## src/rtl/fetch_pc_unit.sv

```systemverilog
// fetch_pc_unit: owns the word-addressed fetch PC, applies execute-stage
// redirects, squashes the wrong path for FLUSH_CYCLES cycles, and keeps
// saturating redirect counters. Every output comes straight from a flop.
module fetch_pc_unit #(
   parameter logic [31:0] RESET_PC     = 32'h0000_0000,
   parameter int          FLUSH_CYCLES = 2,
   parameter int          CNT_W        = 16
) (
   input  logic             clk,
   input  logic             reset_n,
   input  logic             stall,
   input  logic             jump,
   input  logic [31:0]      next,
   input  logic             jal,
   input  logic             jalr,
   output logic [31:0]      pc,
   output logic             pc_valid,
   output logic             flush,
   output logic             busy_flush,
   output logic [CNT_W-1:0] redirect_cnt,
   output logic [CNT_W-1:0] jump_cnt
);

   typedef enum logic [1:0] {BOOT, RUN, FLUSH} state_t;

   // 4 bits covers the full 1..15 flush range
   localparam logic [3:0] FLUSH_LOAD = 4'(FLUSH_CYCLES - 1);

   state_t           state, state_d;
   logic [3:0]       fcnt, fcnt_d;
   logic [31:0]      pc_d;
   logic             pc_valid_d, flush_d, busy_flush_d;
   logic [CNT_W-1:0] redirect_cnt_d, jump_cnt_d;

   // next-state and next-output decode; everything defaults to hold
   always_comb begin
      state_d        = state;
      fcnt_d         = fcnt;
      pc_d           = pc;
      pc_valid_d     = pc_valid;
      flush_d        = flush;
      busy_flush_d   = busy_flush;
      redirect_cnt_d = redirect_cnt;
      jump_cnt_d     = jump_cnt;
      case (state)
         BOOT: begin
            // first fetch is RESET_PC itself, so pc is not advanced here
            state_d    = RUN;
            pc_valid_d = 1'b1;
         end
         RUN: begin
            if (jump) begin
               pc_d         = next;
               flush_d      = 1'b1;
               busy_flush_d = 1'b1;
               fcnt_d       = FLUSH_LOAD;
               state_d      = FLUSH;
               if (redirect_cnt != '1) redirect_cnt_d = redirect_cnt + CNT_W'(1);
               if ((jal | jalr) && jump_cnt != '1) jump_cnt_d = jump_cnt + CNT_W'(1);
            end else if (!stall) begin
               pc_d = pc + 32'd1;
            end
         end
         FLUSH: begin
            // jumps here come from squashed instructions and are dropped;
            // the flush window runs on the clock, not on stall
            if (!stall) pc_d = pc + 32'd1;
            if (fcnt == 4'd0) begin
               flush_d      = 1'b0;
               busy_flush_d = 1'b0;
               state_d      = RUN;
            end else begin
               fcnt_d = fcnt - 4'd1;
            end
         end
         default: state_d = BOOT;
      endcase
   end

   // state and output registers, async active-low reset
   always_ff @(posedge clk or negedge reset_n) begin
      if (!reset_n) begin
         state        <= BOOT;
         fcnt         <= 4'd0;
         pc           <= RESET_PC;
         pc_valid     <= 1'b0;
         flush        <= 1'b0;
         busy_flush   <= 1'b0;
         redirect_cnt <= '0;
         jump_cnt     <= '0;
      end else begin
         state        <= state_d;
         fcnt         <= fcnt_d;
         pc           <= pc_d;
         pc_valid     <= pc_valid_d;
         flush        <= flush_d;
         busy_flush   <= busy_flush_d;
         redirect_cnt <= redirect_cnt_d;
         jump_cnt     <= jump_cnt_d;
      end
   end

endmodule

```

## config.mk

```make
export PLATFORM = sky130hd
export DESIGN_NAME = fetch_pc_unit
export DESIGN_NICKNAME = d
export VERILOG_FILES = /design/src/rtl/fetch_pc_unit.sv
export SDC_FILE = /design/constraint.sdc
export NUM_CORES = 1
export LEC_CHECK = 0
export ABC_AREA = 1
export CAP_MARGIN = 20
export CORE_ASPECT_RATIO = 0.9
export CORE_UTILIZATION = 51
export DETAILED_ROUTE_END_ITERATION = 6
export PLACE_DENSITY = 0.81
export SYNTH_ARGS = -nofsm -noshare
export SYNTH_HDL_FRONTEND = slang
export SYNTH_SLANG_ARGS = --single-unit
```

## constraint.sdc

```tcl
create_clock -name clk -period 1.89 [get_ports clk]
set_input_delay 0.2835 -clock clk [delete_from_list [all_inputs] [get_ports clk]]
set_output_delay 0.2835 -clock clk [all_outputs]
set_load 0.005 [all_outputs]
```

=== Word-level counts from Yosys, hierarchy flattened ===
Index checks and enable logic that the tools add are counted.

* Bits in registers: 72
* Latch bits: 0
* Memory bits (writable): 0
* Memory bits (read-only): 0
* Input port bits: 38
* Logic and storage cells: 40
* Memories kept: 0

* Add/subtract/negate cells: 4
* Multiply operators: 0
* Div/mod/pow operators: 0
* Magnitude comparators: 0
* Eq/ne operators: 7
* Shifts and indexed selects: 0
* Muxes and demuxes: 12
* Bitwise gates (word level): 1
* Reductions and logical operators: 9

{| class="wikitable"
|+ Operators by type and width
! cell !! count
|-
| $mux 32 || 2
|-
| $pmux 32 s2 || 1
|-
| $add 16x1->16 const B || 2
|-
| $add 32x1->32 const B || 1
|-
| $ne 16x16->1 const B || 2
|-
| $reduce_and 3->1 || 4
|-
| $mux 4 || 2
|-
| $pmux 4 s2 || 1
|-
| $ne 2x2->1 const B || 3
|-
| $pmux 2 s3 || 1
|-
| $logic_not 4->1 || 1
|-
| $mux 2 || 2
|-
| $sub 4x1->4 const B || 1
|-
| $eq 2x1->1 const B || 1
|-
| $eq 2x2->1 const B || 1
|-
| $logic_not 2->1 || 1
|-
| $mux 1 || 2
|-
| $pmux 1 s2 || 1
|-
| $reduce_and 2->1 || 1
|-
| $reduce_bool 2->1 || 1
|-
| $logic_and 1x1->1 || 1
|-
| $or 1x1->1 || 1
|}

=== Longest topological paths before layout ===
* Depth after elaboration: 4
* Depth in mapped cells: 10
* Depth with buffers taken out: 10

=== Worst setup path before layout ===
OpenSTA, ideal clock, no wires.

* Path type: register to register
* From: register state[0]
* To: register pc[11]
* Data arrival time: 1413 ps
* Required time: 1766 ps
* Slack: 353 ps
* Cell stages (with the launch flop): 10
* Path through: dfrtp_1 -> inv_1 -> ha_1 -> inv_1 -> nand2_1 -> buf_2 -> buf_2 -> nand3_1 -> o211ai_1 -> nand2_1

* Longest elaborated chain between the ends: 2
* Elaborated cells on any way between the ends: 4
* Classes of those cells: 2 x eq/ne; 1 x mux; 1 x reduce/logical

{| class="wikitable"
|+ Ends and longest elaborated chain
! element !! line !! RTL
|-
| from (decl) || 29 || <nowiki>state_t state, state_d;</nowiki>
|-
| from (signal assigned) || 92 || <nowiki>state <= state_d;</nowiki>
|-
| $eq 2x2->1 or $eq 2x1->1 (tied branches) || 45 || <nowiki>case (state)</nowiki>
|-
| $pmux 32 s2 or $reduce_bool 2->1 (tied branches) || n/a ||
|-
| to (signal assigned) || 94 || <nowiki>pc <= pc_d;</nowiki>
|-
| to (decl) || 16 || <nowiki>output logic [31:0] pc,</nowiki>
|}

Parallel ways exist; a longest one is shown, timed or not.
A chain may end at the register's enable or synchronous reset.

=== Worst setup path after layout ===
* From: register state[0]
* To: register pc[7]

Same word-level chain as after synthesis.

==> out/metrics.yaml <==
detailed_routing:
  first_iter_violations: 249
  first_pass_iters: 5
  met1_length_mm: 5.81
  wl_met2_mm: 6.02
  wl_met3_um: 802
  top_layer_used: "met4"
  viasPerCell: 5.24
  post_drt_wl_per_cell_um: 14.1
  drtAntennaViolNets: 0
  wl_mm: 12.9
  num_vias: 4780
  drc: 0
worst_setup_path:
  crit_path_max_incr_delay_ns: 0.39
  cpMostUsedCell: "inv_1"
  worstPathRequired_ns: 2.13
  timing.rr.start: "state[0]$_DFFE_PN0P_"
  start_kind: "flip-flop"
  timing.rr.end: "pc[7]$_DFFE_PN0P_"
  rrSetupSlack_ns: 0.11
  critPathMaxFanout: 22
  timing.critical_path.to_type: "flip-flop"
  crit_chain: "inv_1, ha_1, inv_1, nand2_2, buf_12, nand3_1, nor3_1, o21ai_0, o21a_1"
  reg2reg_depth: 9
  critPathSlowestCell: "dfrtp_1"
  path_class: "flip-flop to flip-flop"
  arrival_ns: 2.02
floorplan:
  coreArea_um2: 8770
  fp.dieW_um: 103
  placementRows: 32
  start_util: 0.536
  io-pin-count: 105
  die_area_um2: 9600
  fp.dieH_um: 93.1
sta:
  worst_slew_pin_slew_ns: 0.395
  fin_crit_ns: 1.78
  finalClockSkew_ns: 0.00865
  finalSetupViolations: 0
  setup_ws_ns: 0.113
  setup_tns_ns: 0
  hold_viol_final: 0
  slew_headroom: 0.736
  fmax_mhz: 563
  timing.hold.ws_ns: 0.468
  slew_viol_final: 0
  fin_crit_sh: 0.940
synthesis:
  synth_seq_cells: 72
  yosysWarningCount: 0
  netlist_area_um2: 4700
  yosysSeqAreaShare: 0.383
  synth_nets: 719
  synth_edf_count: 0
  synth-main-ff-cell: "dfrtp_1"
  syn_area_per_cell_um2: 6.98
  ys_types: 35
  syn_inst: 673
  async_reset_ff_frac: 1.00
place:
  dp_slack_ns: -0.0192
  place_congestion: 0.922
  hpwlAfterDp_mm: 9.13
  placed_area_um2: 5930
  numPortBuffers: 104
worst_hold_path:
  hp-class: "input pin to async pin"
pwr:
  pwr-share-seq: 0.334
  cellLeakagePower_nw: 2.87
  p_clk_frac: 0.147
  power_density_nw_per_um2: 1380
  swShare: 0.444
  p_comb_frac: 0.520
  internal_power_mw: 4.74
  switching_power_mw: 3.79
  vdd_ir_drop_max_v: 0.000682
layout:
  mostFrequentLayoutCells: "nand2_1 (213), clkdlybuf4s50_1 (103), inv_1 (78), dfrtp_1 (70), nor2_1 (62)"
  final_cell_area_um2: 6190
  layout_commonest_cell: "nand2_1"
  syn2layout_area_growth_pct: 31.7
  drive_gt1_frac: 0.0869
  layout.nets: 835
  final_util: 0.706
  antenna_cells: 0
cts:
  cts_buffers: 9
  cts.sinks: 72
  cts_tree: "built"
  root_buffer: "clkbuf_8"
  clk_pin_slew_worst_paths_ns: 0.08
  clock_path_buffers: 2
  h-tree-depth: 3
  clock_latency_ns: 0.36
grt:
  grt_pass1_wl_mm: 21.5
  grt_overflow: 0
  grt_util_all_layers: 0.285
  grt_max_degree: 73
  antenna_found_initial: 0
  grt_pass1_vias: 4689
status:
  outcome: "finished, final reports clean"
job:
  drv_cap: 0
[flip-flops by register name, indices dropped and copies added, names as in the netlist]
signal / flops
state: 2
fcnt: 4
pc_valid: 1
redirect_cnt: 16
pc: 32
jump_cnt: 16
busy_flush: 1
[critical path: cells and delay by family (launching register included)]
family                   cells  cell delay (ns)
AND/OR/NAND/NOR              3             0.46
adder cells (fa/ha/maj)      1             0.19
flip-flops                   1             0.39
AO/OA/AOI/OAI                2             0.21
buffers and inverters        3             0.40
[final cells by class]
| class | count | area, µm² |
|---|---|---|
| Clock inverter | 5 | 56.3 |
| Timing Repair Buffer | 122 | 1220 |
| Tap cell | 119 | 149 |
| Fill cell | 724 | 2580 |
| Multi-Input combinational cell | 503 | 2520 |
| Sequential cell | 72 | 1800 |
| Inverter | 81 | 308 |
| Clock buffer | 11 | 141 |
[cell families (layout without fill, tap and decap cells)]
kind of cell,Yosys count,in the layout,share of synthesized area
and+or+nand+nor,389,389,0.365
adders and majority gates,8,8,0.0213
AOI/OAI and AO/OA,71,71,0.0825
DFF,72,72,0.383
xor gates and xnor gates,35,35,0.0652
buffers and inverters,98,219,0.0828
[metal layers]
metal | vias up | global-route usage
li1 | 2361 | -
met1 | 2224 | 0.390
met2 | 172 | 0.459
met3 | 23 | 0.0546
met4 | 0 | 0.0798
met5 | - | 0
[repair_timing]
item                       CTS  global route
setup endpoints to repair    0             8
buffers inserted             0             2
hold endpoints to repair    72             0
resized for setup            0             5
hold buffers                 1             0
[how the worst max path moves through the flow]
stage / from / end
floorplan: state[0]$_DFFE_PN0P_ / pc[11]$_DFFE_PN0P_
global placement: stall / pc[23]$_DFFE_PN0P_
detailed placement: stall / pc[14]$_DFFE_PN0P_
CTS: state[0]$_DFFE_PN0P_ / pc[3]$_DFFE_PN0P_
global route: state[0]$_DFFE_PN0P_ / pc[21]$_DFFE_PN0P_
finish: state[0]$_DFFE_PN0P_ / pc[7]$_DFFE_PN0P_
[power groups by stage]
stage	Combinational, mW	Sequential (mW)	Clock (mW)
after floorplan	2.57	2.68	0
after global placement	4.16	2.82	0
after detailed placement	4.32	2.83	0
after CTS	4.34	2.82	1.26
after global routing	5.01	2.93	1.34
final	4.43	2.85	1.25
[stage by stage]
stage	instances	power [mW]
6_report	913	8.53
2_1_floorplan	673	5.25
3_3_place_gp	893	6.98
3_5_place_dp	893	7.15
4_1_cts	910	8.42
5_1_grt	913	9.28
[synth_stat cells, types with 3 or more instances]
master | instances | share of area
or2_2 | 5 | 0.0067
o21ai_1 | 3 | 0.0032
nor2_1 | 62 | 0.050
dfrtp_1 | 72 | 0.38
ha_1 | 8 | 0.021
nor2_2 | 6 | 0.0080
xnor2_1 | 17 | 0.032
a21oi_1 | 11 | 0.012
nand4_1 | 9 | 0.012
o22ai_1 | 10 | 0.013
nor2_4 | 4 | 0.0096
nand2_2 | 9 | 0.012
xor2_1 | 18 | 0.034
clkbuf_1 | 9 | 0.0072
nand3b_1 | 6 | 0.0096
nor3_1 | 12 | 0.013
nand2_1 | 214 | 0.17
o21ai_0 | 39 | 0.042
buf_2 | 5 | 0.0053
nand3_1 | 53 | 0.056
inv_1 | 78 | 0.062
Power figures use the tool's default switching activity.
==> patch 1, RTL diff (same flow settings) <==
`CNT_W`: 16 -> 14.
--- a/src/rtl/fetch_pc_unit.sv
+++ b/src/rtl/fetch_pc_unit.sv
@@ -5,5 +5,5 @@
    parameter logic [31:0] RESET_PC     = 32'h0000_0000,
    parameter int          FLUSH_CYCLES = 2,
-   parameter int          CNT_W        = 16
+   parameter int          CNT_W        = 14
 ) (
    input  logic             clk,
Ports: changed (resized jump_cnt and redirect_cnt); port bits go from 105 to 101. The function was not compared with the original's and may differ.
==> patch 1 against the unedited design <==
Count of clock-buffer cells in the layout shrank 2. Synthesized area fell by 5.0%. Cell area shrank 3.3%. Via count is 2.2% lower. Maximum frequency grew 3.4%. Total power up 4.0%. Largest power group unchanged. Combinational power is 5.6% higher. Sequential cell count down 4. Highest routed layer unchanged. Worst setup slack gained 0.059 ns. Worst hold slack got worse by 0.013 ns. Synthesized cell count decreased by 4.0%. Wire length shrank 4.8%.
==> patch 1: results (changes against the unedited design) <==
* Status: finished clean
* Largest net degree at the start of global routing at 28 (-62%)
* # port buffers at 100 (-3.8%)
* Post-synthesis xor/xnor area fraction at 0.05299 (-0.01224)
* Sequential area share after synthesis at 0.3813 (-0.002114)
* Non-clock buffers at 128 (+4.9%)
* Placed cell areas at 0.005695 mm2 (-3.9%)
* NonClk Buf Share at 0.2060 (+0.009531)
* GRT met3 Usage at 0.08437 (+0.02981)
* Met1 WL at 5266 um (-9.4%)
* Area Growth Syn to Fin at 34.20%
* Largest regs: pc x32, jump_cnt x14, redirect_cnt x14
* Synth cell count leaders: 177 x nand2_1, 93 x inv_1, 68 x dfrtp_1, 58 x nor2_1, 51 x nand3_1
* Crit-path max FO at 8 (-64%)
* Total GRT Usage at 0.2866 (+0.001581)
* Gate power share at 0.527 (+0.007)
* Count of cell types in the netlist at 33 (-5.7%)
* Switch share at 0.4392 (-0.004831)
* Share of cells above drive strength 1 at 0.09690 (+0.009997)
* Worst IR drop on VDD at 0.8510 mV (+25%)
* Crit path DAT at 2.00 ns (-0.02 ns)
* Final Skew at 0.007557 ns (-0.001093 ns)
* Sequential cell area share at 0.2841 (-0.007328)
* Syn Nets at 692 (-3.8%)
* Placer congestion estimate at 0.9284 (+0.71%)
* Wire length on met3 at 943 um (+18%)
* Place WS at 0.04831 ns (+0.06750 ns)
* Via density at 5.256 (+0.40%)
* Post-Place Cells at 865 (-3.1%)
* Complex-gate fraction of the synthesized area at 0.1037 (+0.02119)
* Number of global-route vias before repair at 4703 (+0.30%)
* M1 GR Usage at 0.3523 (-0.03763)
* Synth area leaders: dfrtp_1 38%, nand2_1 15%, inv_1 7.8%, nand3_1 5.7%, o21ai_0 5.4%
* Non-filler cells, final at 889 (-2.6%)
* Worst slew pin tran at 0.5812 ns (+0.1858 ns)
* HPWL Detailed at 8940 um (-2.0%)
* Number of multi-input logic gates at 467 (-7.2%)
patch 1: path summary, 6_finish.rpt:
check,slack [ns],cells past startpoint,endpoint,from
max,0.17,9,jump_cnt[3]$_DFFE_PN0P_,jump_cnt[1]$_DFFE_PN0P_
max in group asynchronous,0.87,3,pc[19]$_DFFE_PN0P_,reset_n
min,0.46,2,pc[4]$_DFFE_PN0P_,reset_n
min in group clk,0.49,1,pc_valid$_DFFE_PN0P_,pc_valid$_DFFE_PN0P_
max reg2reg,0.17,9,jump_cnt[3]$_DFFE_PN0P_,jump_cnt[1]$_DFFE_PN0P_
min reg2reg,0.49,1,pc_valid$_DFFE_PN0P_,pc_valid$_DFFE_PN0P_
patch 1: worst max-delay path: stages (launching register included):
cell     delay, ns
dfrtp_1       0.40
ha_1          0.22
nand3_1       0.17
nor3_2        0.21
inv_1         0.06
nor2_1        0.13
nor2_2        0.07
buf_4         0.17
nand2_1       0.07
xor2_1        0.14
==> patch 2, RTL diff (config.mk and constraints unchanged) <==
Without the edit above. Make the reset (`reset_n`) synchronous in one clocked block. Comments in the files are not updated.
--- a/src/rtl/fetch_pc_unit.sv
+++ b/src/rtl/fetch_pc_unit.sv
@@ -79,5 +79,5 @@
 
    // state and output registers, async active-low reset
-   always_ff @(posedge clk or negedge reset_n) begin
+   always_ff @(posedge clk) begin
       if (!reset_n) begin
          state        <= BOOT;
Behaviour: differs if reset_n is asserted again (counterexample within 4 cycles, from zero or initial values and one cycle with reset_n low); with reset_n held inactive, the same outputs for 10 cycles.
==> patch 2 against the unedited design <==
Non-clock buffer count is 3 higher. Worst setup slack better by 0.044 ns. Cell count is 4.6% higher. Highest routed layer unchanged. Critical endpoint is now pc[22]$_SDFFE_PN0P_. Count of clock-buffer cells in the layout is 2 lower. Wire length is 4.2% higher. Sequential cell count stayed put. Maximum frequency is 2.6% higher. Global-route usage is 0.59 points higher. Core utilization hardly changed. Synthesized area is 1.1% lower. Cell area is 0.91% lower.
Power is not compared: it rests on default switching activity, and its combinational part moved more than twofold at a synthesized area within 25%.
==> patch 2: results (changes against the unedited design) <==
* Placed cell areas at 0.005883 mm2 (-0.78%)
* Fmax at 577.1 MHz (+2.6%)
* Iteration-0 DRC Markers at 277 (+11%)
* Worst IR drop on VDD at 0.6057 mV
* Sequential area share after synthesis at 0.3100 (-0.07338)
* Largest regs: pc x32, jump_cnt x16, redirect_cnt x16
* NonClk Buf Share at 0.1995 (+0.003026)
* Cell family with most CP delay: buffers and inverters
* Number of global-route vias before repair at 4800 (+2.4%)
* Ys async rst share at 0 (-1.000)
* Synth area leaders: dfxtp_1 31%, nand2_1 16%, nand3_1 7.0%, inv_1 6.6%, a21oi_1 5.9%
* Syn Nets at 767 (+6.7%)
* Hold Path Class: flip-flop to flip-flop
* Clock latency at the later pin of the worst-skew pair at between 0.3 and 0.4 ns
* Area Growth Syn to Fin at 31.94%
* Crit path largest cell delay at 0.35 ns (-0.04 ns)
* Place WS at -0.002820 ns (+0.01637 ns)
* Status: finished clean
* Drt wl/cell at 14.03 um (-0.42%)
* Non-clock buffers at 125 (+2.5%)
* Final instance area at 0.006135 mm2 (-0.91%)
* Seq Cell Count at 72 (unchanged)
* Placer congestion estimate at 0.8908 (-3.4%)
* Detailed Route WL at 13400 um (+4.2%)
* Ys Warns at 0 (unchanged)
* Register area at 0.001441 mm2 (-20%)
* Nets at 877 (+5.0%)
* CP max stage cell: dfxtp_1
* Final Skew at 0.01137 ns (+0.002715 ns)
* Synth Instances at 721 (+7.1%)
* Total GRT Usage at 0.2909 (+0.005881)
* Via density at 5.337 (+1.9%)
* Crit path DAT at 1.96 ns (-0.06 ns)
* Synth cell count leaders: 194 x nand2_1, 82 x inv_1, 72 x dfxtp_1, 65 x nand3_1, 55 x a21oi_1
* GRT met3 Usage at 0.05283 (-0.001729)
* Drt first pass iters at 6 (+1)
* Count of cell types in the netlist at 36 (+2.9%)
* Met2 usage at 0.4767 (+0.01778)
* Cts repair resizes at 0 (unchanged)
* HPWL Detailed at 9628 um (+5.5%)
* M1 GR Usage at 0.3832 (-0.006656)
* Number of multi-input logic gates at 534 (+6.2%)
* Global-route wire length before repair at 22090 um (+2.7%)
* # port buffers at 104 (unchanged)
* Postcts setup bufs at 0 (unchanged)
* Invs w/o clock at 89 (+9.9%)
* Largest net degree at the start of global routing at 49 (-33%)
* Slew HR at 0.7732 (+0.03681)
* Max clock buf depth at 2 (unchanged)
* Share of cells above drive strength 1 at 0.1053 (+0.01836)
* Post-Place Cells at 939 (+5.2%)
* Crit-path max FO at 26 (+18%)
* Reg clk slew, reported paths at 0.08 ns (about the same)
* Clock-cell share of area at 0.03977 (+0.007839)
* Fraction of area in multi-input gates at 0.4471 (+0.04065)
* Fillers at 761 (+5.1%)
* Primary FF master, synth: dfxtp_1
==> patch 2: worst paths after layout <==
check,from,to,slack (ns),cells after the start
min,fcnt[0]$_SDFFE_PN0P_,fcnt[0]$_SDFFE_PN0P_,0.47,1
max reg2reg,state[0]$_SDFFE_PN0P_,pc[22]$_SDFFE_PN0P_,0.16,9
min reg2reg,fcnt[0]$_SDFFE_PN0P_,fcnt[0]$_SDFFE_PN0P_,0.47,1
max,state[0]$_SDFFE_PN0P_,pc[22]$_SDFFE_PN0P_,0.16,9
==> patch 2: logic make-up after synthesis <==
kind of cell,count (synthesis),synth area share
AO/OA/AOI/OAI,116,0.1351
XOR/XNOR,23,0.04333
adder cells (fa/ha/maj),8,0.02153
buffers and inverters,115,0.1017
flip-flops,72,0.3100
AND/OR/NAND/NOR,387,0.3883
==> patch 2: per-layer routing <==
layer  up-vias  wire length (um)
met5         -                 0
met4         0               274
met3        24               740
met2       171              6272
met1      2350              6114
li1       2552                 -
